### src/rtl/adsb_pkg.sv
// adsb_pkg: shared ADS-B constants, transmit FSM state type and preamble chip helper
package adsb_pkg;
    localparam int ADSB_MESSAGE_WIDTH = 112;
    localparam int ADSB_PREAMBLE_CHIPS = 16;
    localparam int ADSB_FRAME_CHIPS = 240;
    localparam logic [15:0] ADSB_TX_MAGIC = 16'hAD5B;
    localparam int ADSB_TX_FRAME_WORDS = 5;
    typedef enum logic [2:0] {COLLECT, DISCARD, PREAMBLE, DATA, GAP} adsb_tx_state_t;
    function automatic logic adsb_preamble_chip(input logic [7:0] h);
        return h == 8'd0 || h == 8'd2 || h == 8'd7 || h == 8'd9;
    endfunction
endpackage

### src/rtl/adsb_sample_strobe.sv
// adsb_sample_strobe: free-running CLOCKS_PER_SAMPLE divider producing the DAC sample strobe
//   clk      in  clock
//   rst      in  synchronous active-high reset
//   strobe_o out one-cycle strobe when the divider count reaches CLOCKS_PER_SAMPLE-1
module adsb_sample_strobe #(
    parameter int CLOCKS_PER_SAMPLE = 4
) (
    input  logic clk,
    input  logic rst,
    output logic strobe_o
);
    localparam int CW = CLOCKS_PER_SAMPLE > 1 ? $clog2(CLOCKS_PER_SAMPLE) : 1;
    logic [CW-1:0] cnt_q;
    logic en_q;
    always_ff @(posedge clk) begin
        if (rst) begin
            cnt_q <= '0;
            en_q <= 1'b0;
        end else begin
            cnt_q <= cnt_q == CW'(CLOCKS_PER_SAMPLE - 1) ? '0 : cnt_q + CW'(1);
            en_q <= 1'b1;
        end
    end
    // en_q keeps the strobe low while reset is held, even for a divide-by-1
    assign strobe_o = en_q && cnt_q == CW'(CLOCKS_PER_SAMPLE - 1);
endmodule

### src/rtl/adsb_modulator.sv
// adsb_modulator: AXI-stream ADS-B frame in, PPM baseband IQ samples out on a DAC strobe
//   Data_clk/Data_rst   clock, synchronous active-high reset
//   S_axis_*            5-word frame input (magic+amplitude, then 112-bit message)
//   Dac_valid           free-running sample strobe
//   Dac_data_i/_q       signed I/Q samples (Q always 0), change only on Dac_valid
//   Busy                high from first preamble sample through end of the gap
//   Error_length/header one-cycle pulses for malformed / bad-magic frames
module adsb_modulator
    import adsb_pkg::*;
#(
    parameter int AXI_DATA_WIDTH = 32,
    parameter int IQ_WIDTH = 16,
    parameter int CLOCKS_PER_SAMPLE = 4,
    parameter int SAMPLES_PER_HALF_US = 2,
    parameter int GAP_HALF_US = 8
) (
    input  logic                      Data_clk,
    input  logic                      Data_rst,
    output logic                      S_axis_ready,
    input  logic                      S_axis_valid,
    input  logic [AXI_DATA_WIDTH-1:0] S_axis_data,
    input  logic                      S_axis_last,
    output logic                      Dac_valid,
    output logic [IQ_WIDTH-1:0]       Dac_data_i,
    output logic [IQ_WIDTH-1:0]       Dac_data_q,
    output logic                      Busy,
    output logic                      Error_length,
    output logic                      Error_header
);
    localparam int SW = SAMPLES_PER_HALF_US > 1 ? $clog2(SAMPLES_PER_HALF_US) : 1;
    localparam logic [2:0] LAST_WORD = 3'(ADSB_TX_FRAME_WORDS - 1);
    logic dv;
    adsb_sample_strobe #(.CLOCKS_PER_SAMPLE(CLOCKS_PER_SAMPLE)) u_strobe (
        .clk(Data_clk),
        .rst(Data_rst),
        .strobe_o(dv)
    );
    adsb_tx_state_t state_q, state_d;
    logic [2:0] wcnt_q, wcnt_d;
    logic [ADSB_MESSAGE_WIDTH-1:0] msg_q, msg_d;
    logic [IQ_WIDTH-2:0] amp_q, amp_d;
    logic magic_q, magic_d;
    logic [7:0] h_q, h_d;
    logic [SW-1:0] s_q, s_d;
    logic started_q, started_d, ready_q, ready_d;
    logic err_len_q, err_len_d, err_hdr_q, err_hdr_d;
    logic [IQ_WIDTH-1:0] hold_q, cur_i;
    logic acc, tx, tx_d, chip_end, chip_high;
    assign acc = ready_q && S_axis_valid;
    assign tx = state_q inside {PREAMBLE, DATA, GAP};
    assign tx_d = state_d inside {PREAMBLE, DATA, GAP};
    assign chip_end = dv && tx && s_q == SW'(SAMPLES_PER_HALF_US - 1);
    // msg_q[MSB] is always the bit currently on air: even chip high for '1', odd chip high for '0'
    assign chip_high = state_q == PREAMBLE ? adsb_preamble_chip(h_q)
                     : state_q == DATA && (h_q[0] ^ msg_q[ADSB_MESSAGE_WIDTH-1]);
    assign cur_i = chip_high ? {1'b0, amp_q} : '0;
    always_comb begin
        state_d = state_q;
        wcnt_d = wcnt_q;
        msg_d = msg_q;
        amp_d = amp_q;
        magic_d = magic_q;
        h_d = h_q;
        s_d = s_q;
        err_len_d = 1'b0;
        err_hdr_d = 1'b0;
        if (state_q == COLLECT) begin
            if (acc) begin
                wcnt_d = wcnt_q + 3'd1;
                if (wcnt_q == 3'd0) begin
                    amp_d = S_axis_data[IQ_WIDTH-2:0];
                    magic_d = S_axis_data[31:16] == ADSB_TX_MAGIC;
                end else if (wcnt_q == LAST_WORD) begin
                    msg_d = {msg_q[95:0], S_axis_data[31:16]};
                end else begin
                    msg_d = {msg_q[79:0], S_axis_data};
                end
                if (wcnt_q == LAST_WORD || S_axis_last) begin
                    wcnt_d = 3'd0;
                    err_len_d = !(wcnt_q == LAST_WORD && S_axis_last);
                    err_hdr_d = wcnt_q == LAST_WORD && S_axis_last && !magic_q;
                    state_d = wcnt_q != LAST_WORD ? COLLECT
                            : !S_axis_last ? DISCARD
                            : magic_q ? PREAMBLE : COLLECT;
                end
            end
        end else if (state_q == DISCARD) begin
            state_d = acc && S_axis_last ? COLLECT : DISCARD;
        end else if (dv) begin
            s_d = chip_end ? '0 : s_q + SW'(1);
            if (chip_end) begin
                h_d = h_q + 8'd1;
                if (state_q == DATA && h_q[0])
                    msg_d = msg_q << 1;
                if (state_q == PREAMBLE && h_q == 8'(ADSB_PREAMBLE_CHIPS - 1))
                    state_d = DATA;
                if (state_q == DATA && h_q == 8'(ADSB_FRAME_CHIPS - 1)) begin
                    state_d = GAP;
                    h_d = 8'd0;
                end
                if (state_q == GAP && h_q == 8'(GAP_HALF_US - 1)) begin
                    state_d = COLLECT;
                    h_d = 8'd0;
                end
            end
        end
    end
    // started_q makes Busy rise on the first transmitted strobe rather than at frame acceptance
    assign started_d = tx_d && (started_q || (dv && tx));
    assign ready_d = state_d == COLLECT || state_d == DISCARD;
    always_ff @(posedge Data_clk) begin
        if (Data_rst) begin
            state_q <= COLLECT;
            wcnt_q <= 3'd0;
            msg_q <= '0;
            amp_q <= '0;
            magic_q <= 1'b0;
            h_q <= 8'd0;
            s_q <= '0;
            started_q <= 1'b0;
            ready_q <= 1'b0;
            err_len_q <= 1'b0;
            err_hdr_q <= 1'b0;
            hold_q <= '0;
        end else begin
            state_q <= state_d;
            wcnt_q <= wcnt_d;
            msg_q <= msg_d;
            amp_q <= amp_d;
            magic_q <= magic_d;
            h_q <= h_d;
            s_q <= s_d;
            started_q <= started_d;
            ready_q <= ready_d;
            err_len_q <= err_len_d;
            err_hdr_q <= err_hdr_d;
            hold_q <= dv ? cur_i : hold_q;
        end
    end
    // The sample is presented in the strobe cycle itself and held until the next strobe
    assign Dac_valid = dv;
    assign Dac_data_i = dv ? cur_i : hold_q;
    assign Dac_data_q = '0;
    assign Busy = tx && (started_q || dv);
    assign S_axis_ready = ready_q;
    assign Error_length = err_len_q;
    assign Error_header = err_hdr_q;
endmodule

### config.mk
export PLATFORM = sky130hd
export DESIGN_NAME = adsb_modulator
export DESIGN_NICKNAME = d
export VERILOG_FILES = /design/src/rtl/adsb_pkg.sv /design/src/rtl/adsb_sample_strobe.sv /design/src/rtl/adsb_modulator.sv
export SDC_FILE = /design/constraint.sdc
export NUM_CORES = 1
export LEC_CHECK = 0
export BUFFER_PORTS_ARGS = -buffer_cell sky130_fd_sc_hd__buf_2
export CAP_MARGIN = 0
export CORE_MARGIN = 3
export CORE_UTILIZATION = 46
export CTS_CLUSTER_SIZE = 28
export DETAILED_ROUTE_END_ITERATION = 8
export GPL_TIMING_DRIVEN = 0
export SYNTH_ARGS = -nofsm -noshare
export SYNTH_HDL_FRONTEND = slang
export SYNTH_SLANG_ARGS = --single-unit
### constraint.sdc
create_clock -name Data_clk -period 2.7 [get_ports Data_clk]
set_input_delay 0.27 -clock Data_clk [delete_from_list [all_inputs] [get_ports Data_clk]]
set_output_delay 0.27 -clock Data_clk [all_outputs]
set_load 0.01 [all_outputs]
Word level (Yosys, flattened, before mapping)
Cells that the tools add are included.
{ "classes": {"muxes": 29, "n_eq_ne": 20, "addsub": 4, "n_reduce_logical": 39, "bitwise_logic": 5} }
{ "ops": {"columns": ["operator", "count"], "rows": [
  ["2-to-1 mux 112 bit", 8],
  ["2-to-1 mux 3 bit", 10],
  ["== test 16 bit (second input constant)", 1],
  ["== test 8 x 4 -> 1 bit (second input constant)", 2],
  ["2-to-1 mux 16 bit", 1],
  ["2-to-1 mux 8 bit", 2],
  ["2-to-1 mux 15 bit", 1],
  ["logical AND 1 bit", 14],
  ["== test 3 x 2 -> 1 bit (second input constant)", 4],
  ["== test 3 bit (second input constant)", 3],
  ["logical NOT 3 bit", 3],
  ["adder 8 x 1 -> 8 bit (second input constant)", 1],
  ["== test 8 x 2 -> 1 bit (second input constant)", 1],
  ["== test 8 x 3 -> 1 bit (second input constant)", 1],
  ["== test 8 bit (second input constant)", 1],
  ["logical NOT 8 bit", 1],
  ["logical OR 1 bit", 7],
  ["== test 3 x 1 -> 1 bit (second input constant)", 2],
  ["2-to-1 mux 2 bit", 3],
  ["inequality test 2 bit (second input constant)", 3],
  ["AND reduction 3 bit", 2],
  ["AND reduction 6 bit", 1],
  ["nonzero test 2 bit", 3],
  ["nonzero test 3 bit", 2],
  ["other kinds (13)", 20]
]} }
{ "word_totals": {"reg_bits": 166, "in_bits": 36} }

Longest topological paths before layout
{ "depth": {"depth_word": 12, "ltp_mapped": 10} }

Modules after synthesis
From an unflattened synthesis, not the netlist that was laid out.
{ "hier_totals": {"hier_cells": 1174, "area_unflattened_um2": 8546.9} }
{ "by_module_without_submodules": {"columns": ["mod", "cells_per_inst", "area_per_inst_um2", "seq_area_each_um2", "n_inst"], "rows": [
  ["adsb_modulator", 1166, 8441.8, 3263.1, 1],
  ["adsb_sample_strobe", 8, 105.1, 60.1, 1]
]} }

Least setup slack after synthesis
OpenSTA, ideal clock, no wires.
{ "synth_timing": {"path_type": "register to output", "startpoint": "register h_q[4]", "endpoint": "output Dac_data_i[10]", "required_ns": 2.430, "path_slack_ns": 0.307, "path_buffers": 1, "path_stages_with_launch": 6, "arrival_time_ns": 2.123, "path_cell_list": "dfxtp_1 > or4_1 > o31a_1 > nor3_1 > clkbuf_1 > a22o_1"} }
{ "synth_via": {"elab_chain_len": 7, "elab_cells_between_ends": 10, "cone_classes": "eq/ne: 3; mux: 3; reduce/logical: 4"} }
{ "synth_lines": {"columns": ["element", "line", "source"], "rows": [
  ["start: declaration", "adsb_modulator.sv:43", "logic [7:0] h_q, h_d;"],
  ["start signal: assignment", "adsb_modulator.sv:118", "h_q <= 8'd0;"],
  ["start signal: assignment", "adsb_modulator.sv:131", "h_q <= h_d;"],
  ["== test 8 x 2 -> 1 bit or logical NOT 8 bit (tied branches)", "adsb_pkg.sv:10", "return h == 8'd0 || h == 8'd2 || h == 8'd7 || h == 8'd9;"],
  ["logical OR 1 bit (2 in series)", "adsb_pkg.sv:10", null],
  ["logical OR 1 bit (*)", "adsb_pkg.sv:10", null],
  ["2-to-1 mux 1 bit (*)", "adsb_modulator.sv:54", "assign chip_high = state_q == PREAMBLE ? adsb_preamble_chip(h_q)"],
  ["2-to-1 mux 15 bit (*)", "adsb_modulator.sv:56", "assign cur_i = chip_high ? {1'b0, amp_q} : '0;"],
  ["2-to-1 mux 16 bit (*)", "adsb_modulator.sv:142", "assign Dac_data_i = dv ? cur_i : hold_q;"],
  ["end: declaration", "adsb_modulator.sv:24", "output logic [IQ_WIDTH-1:0] Dac_data_i,"]
]} }
Every way passes the cells marked *; elsewhere a longest branch is shown, timed or not.

Worst setup path in the final report
{ "layout_timing": {"startpoint": "register h_q[4]", "endpoint": "output Dac_data_i[9]"} }
Same word-level chain as after synthesis.

==> impl_metrics.env <==
export IMPL_path_buf_inv=2
export IMPL_ir_drop_v=0.000415
export IMPL_cp_max_fo=5
export IMPL_initial_utilization_pct=47.1
export IMPL_final_setup_worst_slack_ns=-0.0366
export IMPL_wl_per_cell_um=18.4
export IMPL_yosysMostFrequentCell="nand2_1"
export IMPL_r2r_cells=9
export IMPL_drt_first_iter_violations=784
export IMPL_placed_cell_area_um2=9140
export IMPL_die_area_um2=20200
export IMPL_worst_pin_slew_ns=0.778
export IMPL_dp_hpwl_mm=20.0
export IMPL_r2r_start="state_q[2]"
export IMPL_hold_buffers=0
export IMPL_relSlewSlack_pct=46.8
export IMPL_violations="negative setup slack"
export IMPL_fillCellCount=1844
export IMPL_antenna_found_initial=0
export IMPL_synth_seq_cells=166
export IMPL_grt_total_usage_pct=27.3
export IMPL_vias_per_cell=5.80
export IMPL_crit_path_end_kind="output pin"
export IMPL_syn_avg_cell_area_um2=7.33
export IMPL_insertion_delay_ns=0.43
export IMPL_synth_area_leaders="dfxtp_1 39%, nand2_1 16%, a311o_1 13%, a21oi_1 8.0%, nor2_1 5.8%"
export IMPL_fin_nets=1299
export IMPL_hold_violations=0
export IMPL_routed_wl_mm=27.6
export IMPL_ant_nets=0
export IMPL_cts_tree="done"
export IMPL_required_ns=2.43
export IMPL_synth_edff_count=0
export IMPL_yosys_top_cells_count="374 x nand2_1, 166 x dfxtp_1, 136 x a21oi_1, 131 x nor2_1, 111 x a311o_1"
export IMPL_worst_path_max_delay_cell="or4_4"
export IMPL_outcome="complete, but fails checks"
export IMPL_period_needed_ns=2.74
export IMPL_synth_top_area_share_pct=39.0
export IMPL_vias=8689
export IMPL_leakagePower_nw=3.60
export IMPL_cap_viol_max_count=0
export IMPL_start_kind="flip-flop"
export IMPL_ys_types=47
export IMPL_drc=0
export IMPL_numCtsBuffers=17
export IMPL_place_inst=1462
export IMPL_synth_area_leader_cell="dfxtp_1"
export IMPL_diodes=0
export IMPL_firstDrtPassIters=5
export IMPL_cts_buffer_depth=2
export IMPL_setup_violations=11
export IMPL_fmax_ghz=0.365
export IMPL_gp_congestion=0.891
export IMPL_die_h_um=142
export IMPL_clkSlewWorstSetupHoldPaths_ns=0.07
export IMPL_clkSinkCount=166
export IMPL_grt_pass1_vias=8106
export IMPL_grt_pass1_wl_mm=44.0
export IMPL_synthCells=1162
export IMPL_crit_family="simple AND/OR/NAND/NOR gates"
export IMPL_r2r_end="msg_q[0]"
export IMPL_netlist_area_um2=8510
export IMPL_area_delta_synth_final_pct=15.3
export IMPL_io_pins=73
export IMPL_stdcell_area_um2=9810
export IMPL_yosys_most_used_dff="dfxtp_1"
export IMPL_rows=49
export IMPL_grt_max_degree=17
export IMPL_regArea_um2=3340
export IMPL_ff2ff_setup_slack_ns=0.13
export IMPL_hold_path_startpoint="S_axis_data[9]"
export IMPL_htreeDepth=4
export IMPL_final_max_slew_violation_count=0
export IMPL_multi_input_area_um2=4670
export IMPL_worst_path_stages=6
export IMPL_io_buffers=56
export IMPL_finalCritPeriodShare_pct=101
export IMPL_power_density_nw_per_um2=519
export IMPL_overflow=0
export IMPL_crit_chain="or4_4 -> o31a_1 -> nor3_4 -> clkbuf_8 -> a22o_1 -> buf_2"
export IMPL_rsz0062_at_grt="yes"
export IMPL_cpPeakStageDelay_ns=0.56
export IMPL_hold_path_class="input port to flip-flop"
export IMPL_fin_cells=1497
export IMPL_critPathKind="flip-flop to output pin"
export IMPL_yosysWarningCount=0
export IMPL_cts_root_buffer="clkbuf_16"
export IMPL_synth_seq_area_share_pct=39.0
export IMPL_worst_ep_arrival_time_ns=2.47
export IMPL_core_um2=18100
export IMPL_fin_skew_ns=0.0105
export IMPL_drive_gt1_share_pct=11.8
export IMPL_die_w_um=142
export IMPL_min_path_cells=3
export IMPL_holdPathEnd="amp_q[9]"
export IMPL_async_reset_ff_share_pct=0
==> worst max-delay path by stage <==
| stage | from | end | slack (ns) |
|---|---|---|---|
| final | h_q[4] | Dac_data_i[9] | -0.04 |
| after global routing | h_q[4] | Dac_data_i[13] | -0.10 |
| after CTS | h_q[4] | Dac_data_i[11] | 0.005 |
| after detailed placement | state_q[2] | magic_q | -0.34 |
| after global placement | state_q[2] | magic_q | -0.31 |
| after floorplan | h_q[4] | Dac_data_i[10] | 0.31 |
==> repair_timing <==
action	in CTS	in global routing
buffers inserted	3	2
cloned	1	0
gates resized for setup	18	38
pin swaps	3	4
setup endpoints to repair	101	150
==> report_power, final <==
part / internal [mW] / switching [mW]
sequential: 2.47 / 0.0212
clock: 1.32 / 1.05
combinational: 0.0790 / 0.161
==> final cells by class <==
type,instances,area share (%)
clock buffer,20,4.65
clock inverter,11,1.05
sequential,166,34.0
buffer,116,5.98
multi-input combinational,884,47.6
tap,229,2.92
timing repair buffer,62,3.42
inverter,9,0.344
==> flip-flops by register name (all words and copies together), names as in the netlist <==
register        flops
started_q           1
u_strobe.cnt_q      2
msg_q             112
state_q             3
s_q                 1
S_axis_ready        1
magic_q             1
h_q                 8
amp_q              15
wcnt_q              3
Error_length        1
Error_header        1
hold_q             16
u_strobe.en_q       1
==> placed cells by master, fill, tap and decap left out, types with 3 or more instances in the layout <==
| cell type | Yosys | final |
|---|---|---|
| clkbuf_8 | 0 | 4 |
| clkbuf_2 | 0 | 18 |
| xor2_1 | 4 | 4 |
| buf_2 | 2 | 58 |
| nand2_1 | 374 | 374 |
| xnor2_1 | 3 | 3 |
| and2_1 | 4 | 4 |
| clkinvlp_4 | 0 | 3 |
| dfxtp_2 | 0 | 4 |
| clkinv_2 | 0 | 3 |
| dfxtp_4 | 0 | 3 |
| ha_1 | 7 | 7 |
| nor2_1 | 131 | 131 |
| nor3_1 | 8 | 7 |
| clkbuf_1 | 93 | 72 |
| dfxtp_1 | 166 | 159 |
| a21oi_1 | 136 | 136 |
| o21ai_0 | 4 | 4 |
| buf_6 | 7 | 8 |
| buf_4 | 16 | 20 |
| a22o_1 | 30 | 30 |
| nand3_1 | 7 | 6 |
| nor2b_1 | 3 | 3 |
| nand4_1 | 4 | 4 |
| inv_1 | 9 | 7 |
| nor4_1 | 4 | 4 |
| a31oi_1 | 3 | 3 |
| and3_1 | 4 | 4 |
| clkbuf_16 | 0 | 17 |
| a311o_1 | 111 | 111 |
| clkinv_4 | 0 | 3 |
| conb_1 | 1 | 16 |
==> worst register-to-register path, delay by kind of cell, from the launching register on <==
| family | cells | cell delay (ns) |
|---|---|---|
| compound gates | 3 | 0.81 |
| buf+inv | 4 | 0.86 |
| flops | 1 | 0.38 |
| simple gates | 2 | 0.39 |
==> layer usage <==
| metal | track usage (%) | wire length, um |
|---|---|---|
| met1 | 39.1 | 12900 |
| met2 | 41.5 | 12200 |
| met3 | 4.91 | 1780 |
| met4 | 9.34 | 687 |
| met5 | 0 | 0 |
==> cells by family after synthesis <==
| logic type | after synthesis | share of synthesized area [%] |
|---|---|---|
| flops | 166 | 39.0 |
| compound gates | 298 | 26.0 |
| mux | 1 | 0.118 |
| simple gates | 555 | 26.1 |
| xor+xnor | 7 | 0.720 |
| fa+ha+maj | 7 | 1.03 |
| buf+inv | 127 | 6.95 |
| other cells | 1 | 0.0441 |
==> stage by stage <==
stage               utilization (%)  total power [mW]  TNS, ns  setup slack (ns)  hold slack [ns]
floorplan                         -              2.68        0             0.307            0.404
global placement               50.5              2.78    -7.98            -0.314            0.415
detailed placement             50.5              2.78    -8.55            -0.336            0.420
CTS                            54.0              5.12        0           0.00454           0.0801
global route                   54.3              5.24    -1.23            -0.103           0.0952
finish                         54.3              5.10   -0.285           -0.0366           0.0889
No activity file was read; power rests on OpenSTA's default activity.
